### src/rtl/echo_median5_filter_if.sv
// Echo median filter bus: tick samples in, median strobe and status out.
// The master side is the upstream measurement stage driving samples.
interface echo_median5_filter_if #(
   parameter int WIDTH = 21
);
   logic             in_valid;
   logic [WIDTH-1:0] in_ticks;
   logic             in_timeout;
   logic             out_valid;
   logic [WIDTH-1:0] out_ticks;
   logic             busy;
   logic [2:0]       fill;
   logic [7:0]       reject_cnt;

   modport master (
      output in_valid,
      output in_ticks,
      output in_timeout,
      input  out_valid,
      input  out_ticks,
      input  busy,
      input  fill,
      input  reject_cnt
   );

   modport slave (
      input  in_valid,
      input  in_ticks,
      input  in_timeout,
      output out_valid,
      output out_ticks,
      output busy,
      output fill,
      output reject_cnt
   );
endinterface

### src/rtl/echo_median5_filter.sv
// 5-tap sliding median over in-range echo tick counts (odd-even sort).
// Define MEDIAN_TIMEOUT_FLUSH_EN to let in_timeout flush the window.
module echo_median5_filter #(
   parameter int WIDTH     = 21,
   parameter int MIN_TICKS = 7500,
   parameter int MAX_TICKS = 1250000
) (
   input logic                  clk,
   input logic                  rst_n,
   echo_median5_filter_if.slave bus
);

   localparam logic [1:0] S_IDLE = 2'd0;
   localparam logic [1:0] S_SORT = 2'd1;
   localparam logic [1:0] S_OUT  = 2'd2;

   logic [1:0]       state;
   logic [2:0]       pass;
   logic [WIDTH-1:0] win     [5];
   logic [WIDTH-1:0] srt     [5];
   logic [WIDTH-1:0] srt_nxt [5];
   logic [WIDTH-1:0] pend;
   logic             pend_vld;

   logic             out_valid;
   logic [WIDTH-1:0] out_ticks;
   logic             busy;
   logic [2:0]       fill;
   logic [2:0]       fill_nxt;
   logic [7:0]       reject_cnt;

   logic             in_range;
   logic             acc;
   logic             rej;
   logic             take;
   logic             flush;
   logic [WIDTH-1:0] smp;

   assign in_range = (bus.in_ticks >= WIDTH'(MIN_TICKS)) &&
                     (bus.in_ticks <= WIDTH'(MAX_TICKS));
   assign acc      = bus.in_valid & in_range;
   assign rej      = bus.in_valid & ~in_range;

`ifdef MEDIAN_TIMEOUT_FLUSH_EN
   assign flush = bus.in_timeout & ~bus.in_valid;
`else
   logic timeout_unused;
   assign timeout_unused = bus.in_timeout;
   assign flush          = 1'b0;
`endif

   // A fresh arrival in IDLE wins over a stale pending sample.
   assign take     = (state == S_IDLE) && (acc || pend_vld);
   assign smp      = acc ? bus.in_ticks : pend;
   assign fill_nxt = (fill == 3'd5) ? 3'd5 : fill + 3'd1;

   always_comb begin
      srt_nxt = srt;
      if (!pass[0]) begin
         if (srt[0] > srt[1]) begin
            srt_nxt[0] = srt[1];
            srt_nxt[1] = srt[0];
         end
         if (srt[2] > srt[3]) begin
            srt_nxt[2] = srt[3];
            srt_nxt[3] = srt[2];
         end
      end else begin
         if (srt[1] > srt[2]) begin
            srt_nxt[1] = srt[2];
            srt_nxt[2] = srt[1];
         end
         if (srt[3] > srt[4]) begin
            srt_nxt[3] = srt[4];
            srt_nxt[4] = srt[3];
         end
      end
   end

   always_ff @(posedge clk or negedge rst_n) begin
      if (!rst_n) begin
         state      <= S_IDLE;
         pass       <= 3'd0;
         pend       <= '0;
         pend_vld   <= 1'b0;
         out_valid  <= 1'b0;
         out_ticks  <= '0;
         busy       <= 1'b0;
         fill       <= 3'd0;
         reject_cnt <= 8'd0;
         for (int i = 0; i < 5; i++) begin
            win[i] <= '0;
            srt[i] <= '0;
         end
      end else begin
         out_valid <= 1'b0;

         if (rej && (reject_cnt != 8'hff)) begin
            reject_cnt <= reject_cnt + 8'd1;
         end

         if (flush) begin
            state    <= S_IDLE;
            pass     <= 3'd0;
            busy     <= 1'b0;
            fill     <= 3'd0;
            pend     <= '0;
            pend_vld <= 1'b0;
            for (int i = 0; i < 5; i++) begin
               win[i] <= '0;
            end
         end else begin
            if (acc && (state != S_IDLE)) begin
               pend     <= bus.in_ticks;
               pend_vld <= 1'b1;
            end

            unique case (state)
               S_IDLE: begin
                  if (take) begin
                     pend_vld <= 1'b0;
                     win[0]   <= smp;
                     for (int i = 1; i < 5; i++) begin
                        win[i] <= win[i-1];
                     end
                     fill <= fill_nxt;
                     if (fill_nxt == 3'd5) begin
                        srt[0] <= smp;
                        for (int i = 1; i < 5; i++) begin
                           srt[i] <= win[i-1];
                        end
                        pass  <= 3'd0;
                        busy  <= 1'b1;
                        state <= S_SORT;
                     end
                  end
               end
               S_SORT: begin
                  srt <= srt_nxt;
                  if (pass == 3'd4) begin
                     state <= S_OUT;
                  end else begin
                     pass <= pass + 3'd1;
                  end
               end
               S_OUT: begin
                  out_ticks <= srt[2];
                  out_valid <= 1'b1;
                  busy      <= 1'b0;
                  state     <= S_IDLE;
               end
               default: begin
                  state <= S_IDLE;
                  busy  <= 1'b0;
               end
            endcase
         end
      end
   end

   assign bus.out_valid  = out_valid;
   assign bus.out_ticks  = out_ticks;
   assign bus.busy       = busy;
   assign bus.fill       = fill;
   assign bus.reject_cnt = reject_cnt;

endmodule

### src/flat_wrapper.sv
// flat-port wrapper written by rule: the top's interface ports become plain ports
module echo_median5_filter_flat 
#(
   parameter int WIDTH     = 21,
   parameter int MIN_TICKS = 7500,
   parameter int MAX_TICKS = 1250000
)
  (clk, rst_n, bus_in_valid, bus_in_ticks, bus_in_timeout, bus_out_valid, bus_out_ticks, bus_busy, bus_fill, bus_reject_cnt);
  echo_median5_filter_if #(.WIDTH(WIDTH)) bus_i ();
  input logic clk;
  input logic rst_n;
  input wire logic [$bits(bus_i.in_valid)-1:0] bus_in_valid;
  input wire logic [$bits(bus_i.in_ticks)-1:0] bus_in_ticks;
  input wire logic [$bits(bus_i.in_timeout)-1:0] bus_in_timeout;
  output wire logic [$bits(bus_i.out_valid)-1:0] bus_out_valid;
  output wire logic [$bits(bus_i.out_ticks)-1:0] bus_out_ticks;
  output wire logic [$bits(bus_i.busy)-1:0] bus_busy;
  output wire logic [$bits(bus_i.fill)-1:0] bus_fill;
  output wire logic [$bits(bus_i.reject_cnt)-1:0] bus_reject_cnt;
  assign bus_i.in_valid = bus_in_valid;
  assign bus_i.in_ticks = bus_in_ticks;
  assign bus_i.in_timeout = bus_in_timeout;
  assign bus_out_valid = bus_i.out_valid;
  assign bus_out_ticks = bus_i.out_ticks;
  assign bus_busy = bus_i.busy;
  assign bus_fill = bus_i.fill;
  assign bus_reject_cnt = bus_i.reject_cnt;
  echo_median5_filter #(.WIDTH(WIDTH), .MIN_TICKS(MIN_TICKS), .MAX_TICKS(MAX_TICKS)) u_core (.clk(clk), .rst_n(rst_n), .bus(bus_i));
endmodule
### config.mk
export PLATFORM = sky130hd
export DESIGN_NAME = echo_median5_filter_flat
export DESIGN_NICKNAME = d
export VERILOG_FILES = /design/src/rtl/echo_median5_filter_if.sv /design/src/rtl/echo_median5_filter.sv /design/src/flat_wrapper.sv
export SDC_FILE = /design/constraint.sdc
export NUM_CORES = 1
export LEC_CHECK = 0
export CAP_MARGIN = 20
export CORE_MARGIN = 2
export CORE_UTILIZATION = 46
export CTS_CLUSTER_DIAMETER = 50
export DETAILED_ROUTE_END_ITERATION = 10
export DONT_BUFFER_PORTS = 1
export MAX_ROUTING_LAYER = met4
export PLACE_DENSITY_LB_ADDON = 0.05
export SLEW_MARGIN = 25
export SYNTH_ARGS = -nofsm -noshare
export SYNTH_HDL_FRONTEND = slang
export SYNTH_SLANG_ARGS = --single-unit
### constraint.sdc
create_clock -name clk -period 2.8 [get_ports clk]
set_input_delay 0.56 -clock clk [delete_from_list [all_inputs] [get_ports clk]]
set_output_delay 0.56 -clock clk [all_outputs]
set_load 0.005 [all_outputs]
==> results_dict.tcl <==
set metrics [dict create \
    area_growth_pct 22.9 \
    report.final.slew_viol_count 0 \
    dp.cells 1686 \
    antenna_found_initial 0 \
    initial_core_util_pct 46.8 \
    syn_inst 1256 \
    finalHoldViolations 250 \
    endpoint_kind "flop" \
    outcome "complete, but fails checks" \
    grt_pass1_wl_mm 53.0 \
    root_buffer "clkbuf_16" \
    ios 59 \
    syn_nets 1368 \
    yosysTopAreaCell "dfrtp_1" \
    rows 62 \
    grt_max_degree 251 \
    via_per_inst 5.32 \
    ant_nets 0 \
    place.port_buffers 0 \
    cp.arrival_ns 3.09 \
    fin_nets 1474 \
    fp.dieArea_um2 30600 \
    tightest_slew_ns 0.848 \
    worst-r2r-cell-count 11 \
    peakVddDrop_mv 0.705 \
    synthFlopType "dfrtp_1" \
    cp_max_fo 8 \
    place_area_um2 14700 \
    instances_no_fill 1772 \
    violations "hold timing" \
    synth_seq_cells 250 \
    overflow 0 \
    critPathLaunchType "flop" \
    cts_tree "done" \
    netlist.area_leader.share_pct 46.6 \
    multi_input_area_um2 6890 \
    finalCritPeriodShare_pct 97.0 \
    path_class "reg2reg" \
    clock_latency_ns 0.50 \
    finalInstanceArea_um2 16500 \
    cts_buffers 37 \
    firstDrtPassIters 4 \
    avgSynthCellArea_um2 10.7 \
    final_cell_mix "dfrtp_1, mux2i_1, a21oi_1" \
    regArea_um2 6270 \
    die_y_um 175 \
    antennaDiodeCount 0 \
    vias 9434 \
    wl_per_cell_um 19.0 \
    clock_path_buffers 3 \
    p_leak_nw 7.61 \
    fin_skew_ns 0.0152 \
    drtIter0Drc 591 \
    max_cap_violations 0 \
    yosys-top-cells-area "dfrtp_1, mux2i_1, mux2_2" \
    wirelength_mm 33.6 \
    place_congestion 0.778 \
    synth.distinct_cells 53 \
    period_needed_ns 2.72 \
    hold_class "in2async" \
    layout_commonest_cell "dfrtp_1" \
    fmax_mhz 368 \
    yosysSeqAreaShare_pct 46.6 \
    setup_viol 0 \
    dp_hpwl_mm 22.9 \
    die_width_um 175 \
    syn_area_um2 13400 \
    critPathRequiredTime_ns 3.18 \
    synth_edf_count 0 \
    grt_pass1_vias 9449 \
    htreeDepth 2 \
    cts.sinks 250 \
    p_per_area_nw_per_um2 1380 \
    drc 0 \
    drive_gt1_share_pct 25.9 \
    coreArea_um2 28700 \
    ys_async_sr_fraction_pct 100 \
    yosys_warnings 0 \
    nFillCells 2497 \
    relSlewSlack_pct 43.5 \
    track_usage_pct 22.8 \
    clk_pin_slew_ns 0.06 \
    hold_ws_ns -0.241 \
]
[repair_timing]
action | in CTS | in global routing
buffers inserted | 3 | 14
pin swaps | 3 | 23
gates cloned | 0 | 4
gates resized for setup | 10 | 52
endpoints found under the setup margin | 64 | 97
endpoints found under the hold margin | 250 | 250
[stage by stage]
| stage | total power, W | setup TNS (ns) | setup WS [ns] | hold WS, ns | utilization, % |
|---|---|---|---|---|---|
| after global placement | 0.0167 | -0.652 | -0.0645 | 0.276 | 51.2 |
| after floorplan | 0.0133 | 0 | 0.217 | 0.264 | - |
| after detailed placement | 0.0169 | -1.17 | -0.0550 | 0.276 | 51.2 |
| after CTS | 0.0220 | -0.00310 | -0.00310 | -0.257 | 55.9 |
| final | 0.0228 | 0 | 0.0835 | -0.241 | 57.5 |
| after global routing | 0.0246 | -0.429 | -0.0408 | -0.258 | 57.5 |
[state kept, by name (all words and copies together) (netlist names), 2 cells and up]
signal                 count
u_core.bus.fill            3
u_core.bus.out_ticks      21
u_core.bus.reject_cnt      8
u_core.pass                3
u_core.pend               21
u_core.srt               105
u_core.state               2
u_core.win                84
[metal layers]
layer	GRT usage (%)	wire, µm
met1	34.2	17500
met2	33.0	14400
met3	3.37	1180
met4	4.34	497
met5	-	0
[cell families (layout without fill, tap and decap cells)]
kind of cell | Yosys count | count (layout) | synth area share (%)
AO/OA/AOI/OAI | 212 | 212 | 8.74
XOR/XNOR | 8 | 8 | 0.522
adder cells (fa/ha/maj) | 87 | 87 | 8.10
buffers and inverters | 149 | 281 | 4.53
flip-flops | 250 | 250 | 46.6
multiplexers | 297 | 297 | 23.1
AND/OR/NAND/NOR | 253 | 253 | 8.40
[worst max-delay path, stage by stage (launching register included)]
cell       delay (ns)
dfrtp_1          0.39
inv_2            0.08
ha_4             0.21
a21oi_2          0.15
o21ai_2          0.10
a221oi_2         0.28
nor3_1           0.07
or4b_4           0.56
a31oi_4          0.21
nor2_4           0.10
clkbuf_16        0.20
mux2_2           0.26
[power breakdown]
part	internal (W)	switching [W]
clock network	0.00310	0.00171
logic	0.00557	0.00536
registers	0.00544	0.00163
total	0.0141	0.00870
[area by class of cell]
type / instances / area share [%]
multi-input cells: 857 / 41.7
inverters: 89 / 2.02
clock buffers: 43 / 5.99
clock inverters: 22 / 1.75
repair buffers: 127 / 7.61
flip-flops and latches: 250 / 38.0
well taps: 384 / 2.91
[cell usage after synthesis, types with 2 or more instances]
cell	instances
buf_4	4
nor4_1	2
dfrtp_1	250
a21oi_1	124
buf_2	15
buf_6	2
a211oi_1	4
nand2_1	77
a21boi_0	3
a211o_1	5
nor2b_1	5
and4_1	4
o21ai_0	53
nand3_1	21
mux2_2	107
nand2b_1	2
clkbuf_1	30
xor2_1	2
nor3_1	8
a31oi_1	3
a21o_1	6
nand4_1	16
and3_1	3
mux2i_1	188
xnor2_1	6
buf_1	9
inv_1	89
ha_1	87
nor2_1	106
mux2_1	2
[path summary, 6_finish.rpt]
path                                                           start                                    to  slack [ns]
worst min register to register  u_core.bus.out_ticks[10]$_DFFE_PN0P_  u_core.bus.out_ticks[10]$_DFFE_PN0P_        0.50
worst max register to register            u_core.srt[71]$_DFFE_PN0P_            u_core.srt[98]$_DFFE_PN0P_        0.08
worst max-delay path                      u_core.srt[71]$_DFFE_PN0P_            u_core.srt[98]$_DFFE_PN0P_        0.08
min in group clk                                     bus_in_ticks[2]            u_core.pend[2]$_DFFE_PN0P_        0.21
worst min-delay path                                           rst_n             u_core.srt[7]$_DFFE_PN0P_       -0.24
max in group asynchronous                                      rst_n            u_core.srt[82]$_DFFE_PN0P_        2.60
Power figures use the tool's default switching activity.
